### config.mk
export PLATFORM = sky130hd
export DESIGN_NAME = rtc_calendar_flat
export DESIGN_NICKNAME = d
export VERILOG_FILES = /design/src/rtl/rtc_pkg.sv /design/src/rtl/rtc_calendar_if.sv /design/src/rtl/rtc_bin2bcd.sv /design/src/rtl/rtc_calendar.sv /design/src/flat_wrapper.sv
export SDC_FILE = /design/constraint.sdc
export NUM_CORES = 1
export LEC_CHECK = 0
export ABC_AREA = 1
export BUFFER_PORTS_ARGS = -buffer_cell sky130_fd_sc_hd__clkbuf_2
export CELL_PAD_IN_SITES_DETAIL_PLACEMENT = 0
export CELL_PAD_IN_SITES_GLOBAL_PLACEMENT = 1
export CORE_UTILIZATION = 37
export DETAILED_ROUTE_END_ITERATION = 10
export PLACE_DENSITY = 0.88
export SLEW_MARGIN = 20
export SYNTH_ARGS = -nofsm -noshare
export SYNTH_HDL_FRONTEND = slang
export SYNTH_HIERARCHICAL = 1
export SYNTH_SLANG_ARGS = --single-unit
### constraint.sdc
create_clock -name clk_1Hz -period 2.5 [get_ports clk_1Hz]
set_input_delay 0.25 -clock clk_1Hz [delete_from_list [all_inputs] [get_ports clk_1Hz]]
set_output_delay 0.25 -clock clk_1Hz [all_outputs]
set_load 0.005 [all_outputs]
### src/rtl/rtc_pkg.sv
// Shared field limits, field type and the month-length helper for the RTC calendar.
package rtc_pkg;

  typedef logic [7:0] field_t;

  localparam int unsigned SecLimit   = 60;
  localparam int unsigned MinLimit   = 60;
  localparam int unsigned HourLimit  = 24;
  localparam int unsigned MonthLimit = 12;
  localparam int unsigned WdayLimit  = 7;

  // Year 0 is 2000, so a plain mod-4 test is exact over the whole 0..99 range.
  function automatic field_t days_in_month(input field_t month, input field_t year);
    field_t days;
    case (month)
      8'd4, 8'd6, 8'd9, 8'd11: days = 8'd30;
      8'd2:                    days = ((year % 8'd4) == 8'd0) ? 8'd29 : 8'd28;
      default:                 days = 8'd31;
    endcase
    return days;
  endfunction

endpackage

### src/rtl/rtc_calendar_if.sv
// Load handshake for the RTC calendar: set_* values in, one-cycle ack/err pulses out.
interface rtc_calendar_if;
  import rtc_pkg::*;

  logic       set_valid;
  field_t     set_year;
  field_t     set_month;
  field_t     set_day;
  field_t     set_hour;
  field_t     set_minute;
  field_t     set_second;
  logic [2:0] set_wday;
  logic       set_ack;
  logic       set_err;

  modport master (
    output set_valid, set_year, set_month, set_day, set_hour, set_minute, set_second, set_wday,
    input  set_ack, set_err
  );

  modport slave (
    input  set_valid, set_year, set_month, set_day, set_hour, set_minute, set_second, set_wday,
    output set_ack, set_err
  );

endinterface

### src/rtl/rtc_bin2bcd.sv
// 8-bit binary to two-digit packed BCD; inputs are calendar fields, always below 100.
module rtc_bin2bcd
  import rtc_pkg::*;
(
  input  field_t bin,
  output field_t bcd
);

  logic [3:0] tens;
  logic [3:0] units;

  always_comb begin
    tens  = 4'(bin / 8'd10);
    units = 4'(bin % 8'd10);
    bcd   = {tens, units};
  end

endmodule

### src/rtl/rtc_calendar.sv
// 1 Hz real-time clock/calendar with validated load and optional BCD outputs.
// Defining RTC_ALARM_EN adds a sticky time-of-day alarm with its ports.
module rtc_calendar
  import rtc_pkg::*;
#(
  parameter int unsigned YEAR_MAX = 99,
  parameter int unsigned BCD_OUT  = 0
) (
  input  logic                 clk_1Hz,
  input  logic                 rst,
  input  logic                 en,
  rtc_calendar_if.slave        ld,
`ifdef RTC_ALARM_EN
  input  logic                 alm_set,
  input  field_t               alm_hour,
  input  field_t               alm_minute,
  input  field_t               alm_second,
  input  logic                 alm_clr,
  output logic                 alarm,
`endif
  output field_t               year,
  output field_t               month,
  output field_t               day,
  output field_t               hour,
  output field_t               minute,
  output field_t               second,
  output logic [2:0]           wday,
  output logic                 day_tick
);

  localparam field_t     YearMax = field_t'(YEAR_MAX);
  localparam field_t     SecMax  = field_t'(SecLimit - 1);
  localparam field_t     MinMax  = field_t'(MinLimit - 1);
  localparam field_t     HourMax = field_t'(HourLimit - 1);
  localparam field_t     MonMax  = field_t'(MonthLimit);
  localparam logic [2:0] WdayMax = 3'(WdayLimit - 1);

  field_t     year_q, month_q, day_q, hour_q, minute_q, second_q;
  field_t     year_d, month_d, day_d, hour_d, minute_d, second_d;
  logic [2:0] wday_q, wday_d;
  logic       set_ack_q, set_ack_d;
  logic       set_err_q, set_err_d;
  logic       day_tick_q, day_tick_d;

  logic sec_wrap, min_wrap, hour_wrap, day_wrap, month_wrap;
  logic load_ok;

  // Carries are chained combinationally so a full year rollover lands in one edge.
  always_comb begin
    sec_wrap   = (second_q == SecMax);
    min_wrap   = sec_wrap && (minute_q == MinMax);
    hour_wrap  = min_wrap && (hour_q == HourMax);
    day_wrap   = hour_wrap && (day_q == days_in_month(month_q, year_q));
    month_wrap = day_wrap && (month_q == MonMax);
  end

  always_comb begin
    load_ok = (ld.set_month >= 8'd1) && (ld.set_month <= MonMax) &&
              (ld.set_day >= 8'd1) &&
              (ld.set_day <= days_in_month(ld.set_month, ld.set_year)) &&
              (ld.set_hour < field_t'(HourLimit)) &&
              (ld.set_minute < field_t'(MinLimit)) &&
              (ld.set_second < field_t'(SecLimit)) &&
              (ld.set_year <= YearMax) &&
              (ld.set_wday <= WdayMax);
  end

  always_comb begin
    year_d     = year_q;
    month_d    = month_q;
    day_d      = day_q;
    hour_d     = hour_q;
    minute_d   = minute_q;
    second_d   = second_q;
    wday_d     = wday_q;
    set_ack_d  = 1'b0;
    set_err_d  = 1'b0;
    day_tick_d = 1'b0;

    // A load edge never counts a second, whether the load is accepted or not.
    if (ld.set_valid) begin
      if (load_ok) begin
        year_d    = ld.set_year;
        month_d   = ld.set_month;
        day_d     = ld.set_day;
        hour_d    = ld.set_hour;
        minute_d  = ld.set_minute;
        second_d  = ld.set_second;
        wday_d    = ld.set_wday;
        set_ack_d = 1'b1;
      end else begin
        set_err_d = 1'b1;
      end
    end else if (en) begin
      second_d = sec_wrap ? 8'd0 : second_q + 8'd1;
      if (sec_wrap) begin
        minute_d = min_wrap ? 8'd0 : minute_q + 8'd1;
      end
      if (min_wrap) begin
        hour_d = hour_wrap ? 8'd0 : hour_q + 8'd1;
      end
      if (hour_wrap) begin
        day_d      = day_wrap ? 8'd1 : day_q + 8'd1;
        wday_d     = (wday_q == WdayMax) ? 3'd0 : wday_q + 3'd1;
        day_tick_d = 1'b1;
      end
      if (day_wrap) begin
        month_d = month_wrap ? 8'd1 : month_q + 8'd1;
      end
      if (month_wrap) begin
        year_d = (year_q >= YearMax) ? 8'd0 : year_q + 8'd1;
      end
    end
  end

  always_ff @(posedge clk_1Hz or negedge rst) begin
    if (!rst) begin
      year_q     <= 8'd0;
      month_q    <= 8'd1;
      day_q      <= 8'd1;
      hour_q     <= 8'd0;
      minute_q   <= 8'd0;
      second_q   <= 8'd0;
      wday_q     <= 3'd0;
      set_ack_q  <= 1'b0;
      set_err_q  <= 1'b0;
      day_tick_q <= 1'b0;
    end else begin
      year_q     <= year_d;
      month_q    <= month_d;
      day_q      <= day_d;
      hour_q     <= hour_d;
      minute_q   <= minute_d;
      second_q   <= second_d;
      wday_q     <= wday_d;
      set_ack_q  <= set_ack_d;
      set_err_q  <= set_err_d;
      day_tick_q <= day_tick_d;
    end
  end

  assign ld.set_ack = set_ack_q;
  assign ld.set_err = set_err_q;
  assign day_tick   = day_tick_q;

`ifdef RTC_ALARM_EN
  field_t alm_hour_q, alm_minute_q, alm_second_q;
  logic   alarm_q, alarm_d;
  logic   time_upd;

  // Match against the time being written this edge, so a hold with en low never re-arms.
  always_comb begin
    time_upd = ld.set_valid ? load_ok : en;
    alarm_d  = alarm_q;
    if (alm_clr) begin
      alarm_d = 1'b0;
    end else if (time_upd && (hour_d == alm_hour_q) && (minute_d == alm_minute_q) &&
                 (second_d == alm_second_q)) begin
      alarm_d = 1'b1;
    end
  end

  always_ff @(posedge clk_1Hz or negedge rst) begin
    if (!rst) begin
      alm_hour_q   <= 8'd0;
      alm_minute_q <= 8'd0;
      alm_second_q <= 8'd0;
      alarm_q      <= 1'b0;
    end else begin
      if (alm_set) begin
        alm_hour_q   <= alm_hour;
        alm_minute_q <= alm_minute;
        alm_second_q <= alm_second;
      end
      alarm_q <= alarm_d;
    end
  end

  assign alarm = alarm_q;
`endif

  if (BCD_OUT != 0) begin : g_bcd
    rtc_bin2bcd u_year   (.bin(year_q),   .bcd(year));
    rtc_bin2bcd u_month  (.bin(month_q),  .bcd(month));
    rtc_bin2bcd u_day    (.bin(day_q),    .bcd(day));
    rtc_bin2bcd u_hour   (.bin(hour_q),   .bcd(hour));
    rtc_bin2bcd u_minute (.bin(minute_q), .bcd(minute));
    rtc_bin2bcd u_second (.bin(second_q), .bcd(second));
  end else begin : g_bin
    assign year   = year_q;
    assign month  = month_q;
    assign day    = day_q;
    assign hour   = hour_q;
    assign minute = minute_q;
    assign second = second_q;
  end

  // Weekday is 0..6, already identical in binary and BCD.
  assign wday = wday_q;

  ack_err_exclusive: assert property (@(posedge clk_1Hz) disable iff (!rst)
                                      !(set_ack_q && set_err_q));

endmodule

### src/flat_wrapper.sv
// flat-port wrapper written by rule: the top's interface ports become plain ports
module rtc_calendar_flat import rtc_pkg::*;
#(
  parameter int unsigned YEAR_MAX = 99,
  parameter int unsigned BCD_OUT  = 0
)
  (clk_1Hz, rst, en, year, month, day, hour, minute, second, wday, day_tick, ld_set_valid, ld_set_year, ld_set_month, ld_set_day, ld_set_hour, ld_set_minute, ld_set_second, ld_set_wday, ld_set_ack, ld_set_err);
  rtc_calendar_if ld_i ();
  input  logic clk_1Hz;
  input  logic rst;
  input  logic en;
  output field_t year;
  output field_t month;
  output field_t day;
  output field_t hour;
  output field_t minute;
  output field_t second;
  output logic [2:0] wday;
  output logic day_tick;
  input wire logic [$bits(ld_i.set_valid)-1:0] ld_set_valid;
  input wire logic [$bits(ld_i.set_year)-1:0] ld_set_year;
  input wire logic [$bits(ld_i.set_month)-1:0] ld_set_month;
  input wire logic [$bits(ld_i.set_day)-1:0] ld_set_day;
  input wire logic [$bits(ld_i.set_hour)-1:0] ld_set_hour;
  input wire logic [$bits(ld_i.set_minute)-1:0] ld_set_minute;
  input wire logic [$bits(ld_i.set_second)-1:0] ld_set_second;
  input wire logic [$bits(ld_i.set_wday)-1:0] ld_set_wday;
  output wire logic [$bits(ld_i.set_ack)-1:0] ld_set_ack;
  output wire logic [$bits(ld_i.set_err)-1:0] ld_set_err;
  assign ld_i.set_valid = ld_set_valid;
  assign ld_i.set_year = ld_set_year;
  assign ld_i.set_month = ld_set_month;
  assign ld_i.set_day = ld_set_day;
  assign ld_i.set_hour = ld_set_hour;
  assign ld_i.set_minute = ld_set_minute;
  assign ld_i.set_second = ld_set_second;
  assign ld_i.set_wday = ld_set_wday;
  assign ld_set_ack = ld_i.set_ack;
  assign ld_set_err = ld_i.set_err;
  rtc_calendar #(.YEAR_MAX(YEAR_MAX), .BCD_OUT(BCD_OUT)) u_core (.clk_1Hz(clk_1Hz), .rst(rst), .en(en), .ld(ld_i), .year(year), .month(month), .day(day), .hour(hour), .minute(minute), .second(second), .wday(wday), .day_tick(day_tick));
endmodule
==> impl_results.md <==
* Row cnt at 37
* Detailed-router iteration count before antenna repair at 4
* Fin. max-slew vios at 0
* Top FF cell, synth: dfrtp_1
* Crit Path Category: in2reg
* Mux contribution to synthesized area at 0
* Max Cap Violations at 0
* WP buf/inv at 3
* Peak supply drop at between 0.2 and 0.25 mV
* Final period utilization at 0.896
* Core area at 10300 µm²
* Worst Clk Skew at 7.74 ps
* CP peak stage delay at ~270 ps
* Initial antenna violation count at 0
* Combinational Power Share at 0.325
* Initial Util at 0.383
* Die width at about 110 µm
* Die Area at 11100 µm²
* Routed WL per cell at 13.1 µm
* Share of layout cells above drive strength 1 at 0.218
* Number of synthesized flops with an enable pin at 0
* Pleak at 2.51 nW
* Avg Cell Area, Syn at about 6.8 µm²
* Clock slew at reported path FFs at about 100 ps
* Clk_lat worst skew at between 300 and 400 ps
* Remaining global-route overflow at 0
* R2r worst-path depth at 14
* Sw Pwr at 1.01 mW
* Register Area at about 1400 µm²
* Worst path slowest cell: ha_1
* Switching part of the total power at 0.374
* Startpoint types: input pin
* Synth Area in Compound Gates at 0.129
* Largest net degree at the start of global routing at 55
* Post-synthesis sequential area ratio at 0.343
* Cells along the critical path: clkbuf_2 > nor2_1 > and2_1 > nand4_1 > inv_1 > o21ai_0 > o31ai_1 > inv_1 > ha_1 > nand2_1 > nand4_1 > nor2_1 > nor2_1 > nand3_2 > nand2_4 > nand2_2 > nor2_1 > a21oi_1
* Net count, final at about 750
* Xor/xnor cell area share of the yosys netlist at 0.0487
* Clk pwr share at 0.221
* Crit path required time at 2690 ps
* CTS Sinks at 54
* CTS HTree Levels at 2
* TritonCTS clock tree: done
* Post-Route WL at 10.8 mm
* Clock Path Buffers at 2
* DR vias at 4097
* Share of power burned in registers at 0.454
* 1st-iter DRT viols at 212
* Post-synthesis simple-gate area fraction at 0.346
* Reg2reg start: u_core/month[0]
* Post-CTS Setup Repair Bufs at 0
* Total track usage at 0.195
* Combined area of the multi-input logic cells at about 2200 µm²
* Reg2Reg Setup Slack at ~370 ps
* WP depth at 18
* Worst-path maximum fanout at 16
* Max Clock Freq at 446 MHz
* Final hold vios at 0
* Synth Instances at 580
* First-pass GRT wire length at between 15 and 20 mm
* Final cell count without fillers at about 820
* RSZ-0062 raised after global routing: no
* Worst R2R End: u_core/month[2]
* Post-Synth Adder-Cell Area at 0.0380
* Fill cells at ~1100
* Worst setup margin at between 200 and 300 ps
* Main combinational cell family by area after synthesis: simple AND/OR/NAND/NOR gates
* Diodes inserted at 0
* Inst Count DP at a little over 800
* DP HPWL at 8.19 mm
* Die Ht at 105 µm
* Syn-to-layout area delta at 19.4%
* Routed Antenna Nets at 0
* Pre-CTS WS at -170 ps
* Hold/Removal Path Class: in2async
* Post-synthesis async set-or-reset flop share at 1.00
* Status: complete, no violations
* CP Data Arrival Time at ~2400 ps
* Crit path time final at 2240 ps
* Slew HR at 0.521
* FF+latch count, synth at between 50 and 60
* Vias per inst at 4.98
* GP Congestion at a little over 0.8
* Crit. End Element: register
* Pwr Density at between 500 and 600 nW/µm²
* Worst slew pin tran at just over 700 ps
* Vias in the first global route at around 3700
* P_int at around 1.7 mW
* Total CTS buffers at 5
* Post-Syn Nets at around 650
* Final setup violation count at 0
* Dominant delay contributor by cell family on the critical path: simple AND/OR/NAND/NOR gates
* Yosys Warn Count at 6
* I/O Buffers at about 110
* Netlist cell types at between 40 and 50
* DRC viols at 0
* Cell Area, Synth at slightly below 4000 µm²
* Root buf cell: clkbuf_8
* Top cell by count, worst path: nor2_1
* IO Pins at 109
[registers in the layout, indices dropped and copies added, names as in the netlist]
name,flops
u_core/second,8
u_core/ld.set_ack,1
u_core/day,8
u_core/year,8
u_core/minute,8
u_core/day_tick,1
u_core/month,8
u_core/ld.set_err,1
u_core/hour,8
u_core/wday,3
[power by group through the flow]
stage               sequential, mW  combinational (mW)  clock, mW
CTS                           1.22               0.882      0.614
global placement              1.24               0.863          0
floorplan                     1.20               0.568          0
global route                  1.25                1.01      0.651
finish                        1.22               0.875      0.595
detailed placement            1.24               0.876          0
[layout by cell type, fill, tap and decap left out, types with 10 or more instances in the layout]
master and n:
nand2_1 154, clkbuf_2 108, nor2_1 78, inv_1 65, dfrtp_1 52, nand3_1 41, o21ai_0 32, a21oi_1 23
xor2_1 16, ha_1 12, nand4_1 10
[metrics by stage]
| step | power (mW) | cell area [µm²] | TNS (ps) | hold WS [ps] | util |
|---|---|---|---|---|---|
| 6_report | 2.69 | 4720 | 0 | 68.1 | 0.457 |
| 5_1_grt | 2.91 | 4720 | 0 | 127 | 0.457 |
| 4_1_cts | 2.72 | 4720 | 0 | 104 | 0.457 |
| 3_5_place_dp | 2.11 | 4610 | -1310 | 447 | 0.446 |
| 3_3_place_gp | 2.10 | 4610 | -224 | 434 | 0.446 |
| 2_1_floorplan | 1.77 | 3950 | 0 | -45.6 | - |
[per-layer routing]
metal	GRT usage	wire, µm
met4	0.0453	120
met1	0.258	5040
met2	0.340	5100
met3	0.0229	505
met5	0	0
[what timing repair did]
| action | CTS | global route |
|---|---|---|
| hold buffers | 0 | 0 |
| endpoints found under the setup margin | 0 | 8 |
| resized for setup | 0 | 1 |
[how the worst max path moves through the flow]
stage | start | endpoint | slack [ps]
6_report | ld_set_month[4] | u_core/hour[6] | 260
5_1_grt | ld_set_month[4] | u_core/month[2] | 40
4_1_cts | ld_set_month[4] | u_core/hour[5] | 150
3_5_place_dp | ld_set_month[4] | u_core/hour[5] | -170
3_3_place_gp | ld_set_month[4] | u_core/hour[7] | -40
2_1_floorplan | ld_set_month[4] | u_core/hour[3] | 400
[cell families (layout without fill, tap and decap cells)]
group / Yosys count / in the layout
buffers and inverters: 87 / 194
AO/OA/AOI/OAI: 88 / 88
XOR/XNOR: 22 / 22
AND/OR/NAND/NOR: 317 / 317
adder cells (fa/ha/maj): 12 / 12
flip-flops: 54 / 54
[final cells by class]
type | instances | area share
repair buffers | 117 | 0.129
well taps | 136 | 0.0360
inverters | 69 | 0.0549
multi-input cells | 439 | 0.470
clock inverters | 3 | 0.00848
flip-flops and latches | 54 | 0.287
clock buffers | 5 | 0.0146
[cells in the mapped netlist (2+ instances only)]
master	number	area share
nor3_1	9	0.011
nor2_2	3	0.0047
buf_2	4	0.0051
o21ai_2	4	0.0089
a31oi_1	3	0.0047
nor2_1	78	0.074
o21ai_1	8	0.010
inv_1	65	0.062
nand4_1	10	0.016
o21ai_0	32	0.041
nand2_1	155	0.15
buf_6	5	0.014
o22ai_1	2	0.0032
dfrtp_1	52	0.33
o31ai_1	5	0.0095
dfstp_2	2	0.013
nand2_2	4	0.0063
buf_4	3	0.0057
nor4_1	5	0.0079
xnor2_1	6	0.013
a22oi_1	2	0.0038
o2111ai_1	2	0.0044
nand3_2	2	0.0051
or2_2	3	0.0047
nand2_4	2	0.0057
xor2_1	16	0.035
a21oi_1	23	0.029
o21a_1	3	0.0057
inv_2	3	0.0028
nand3_1	41	0.052
ha_1	12	0.038
clkbuf_1	6	0.0057
[worst register-to-register path: stages (launching register included)]
cell     delay [ps]
dfstp_2         600
inv_1            90
ha_1            240
inv_1            70
nand2_1          40
nand2_1          50
nand3_1         100
nand2_1          70
nand2_1          40
nand2_1          70
nand2_2          70
nand2_4         180
nand2_2         190
nor2_1          150
a21oi_1          70
Note: power is estimated with default switching activity, not from simulation.
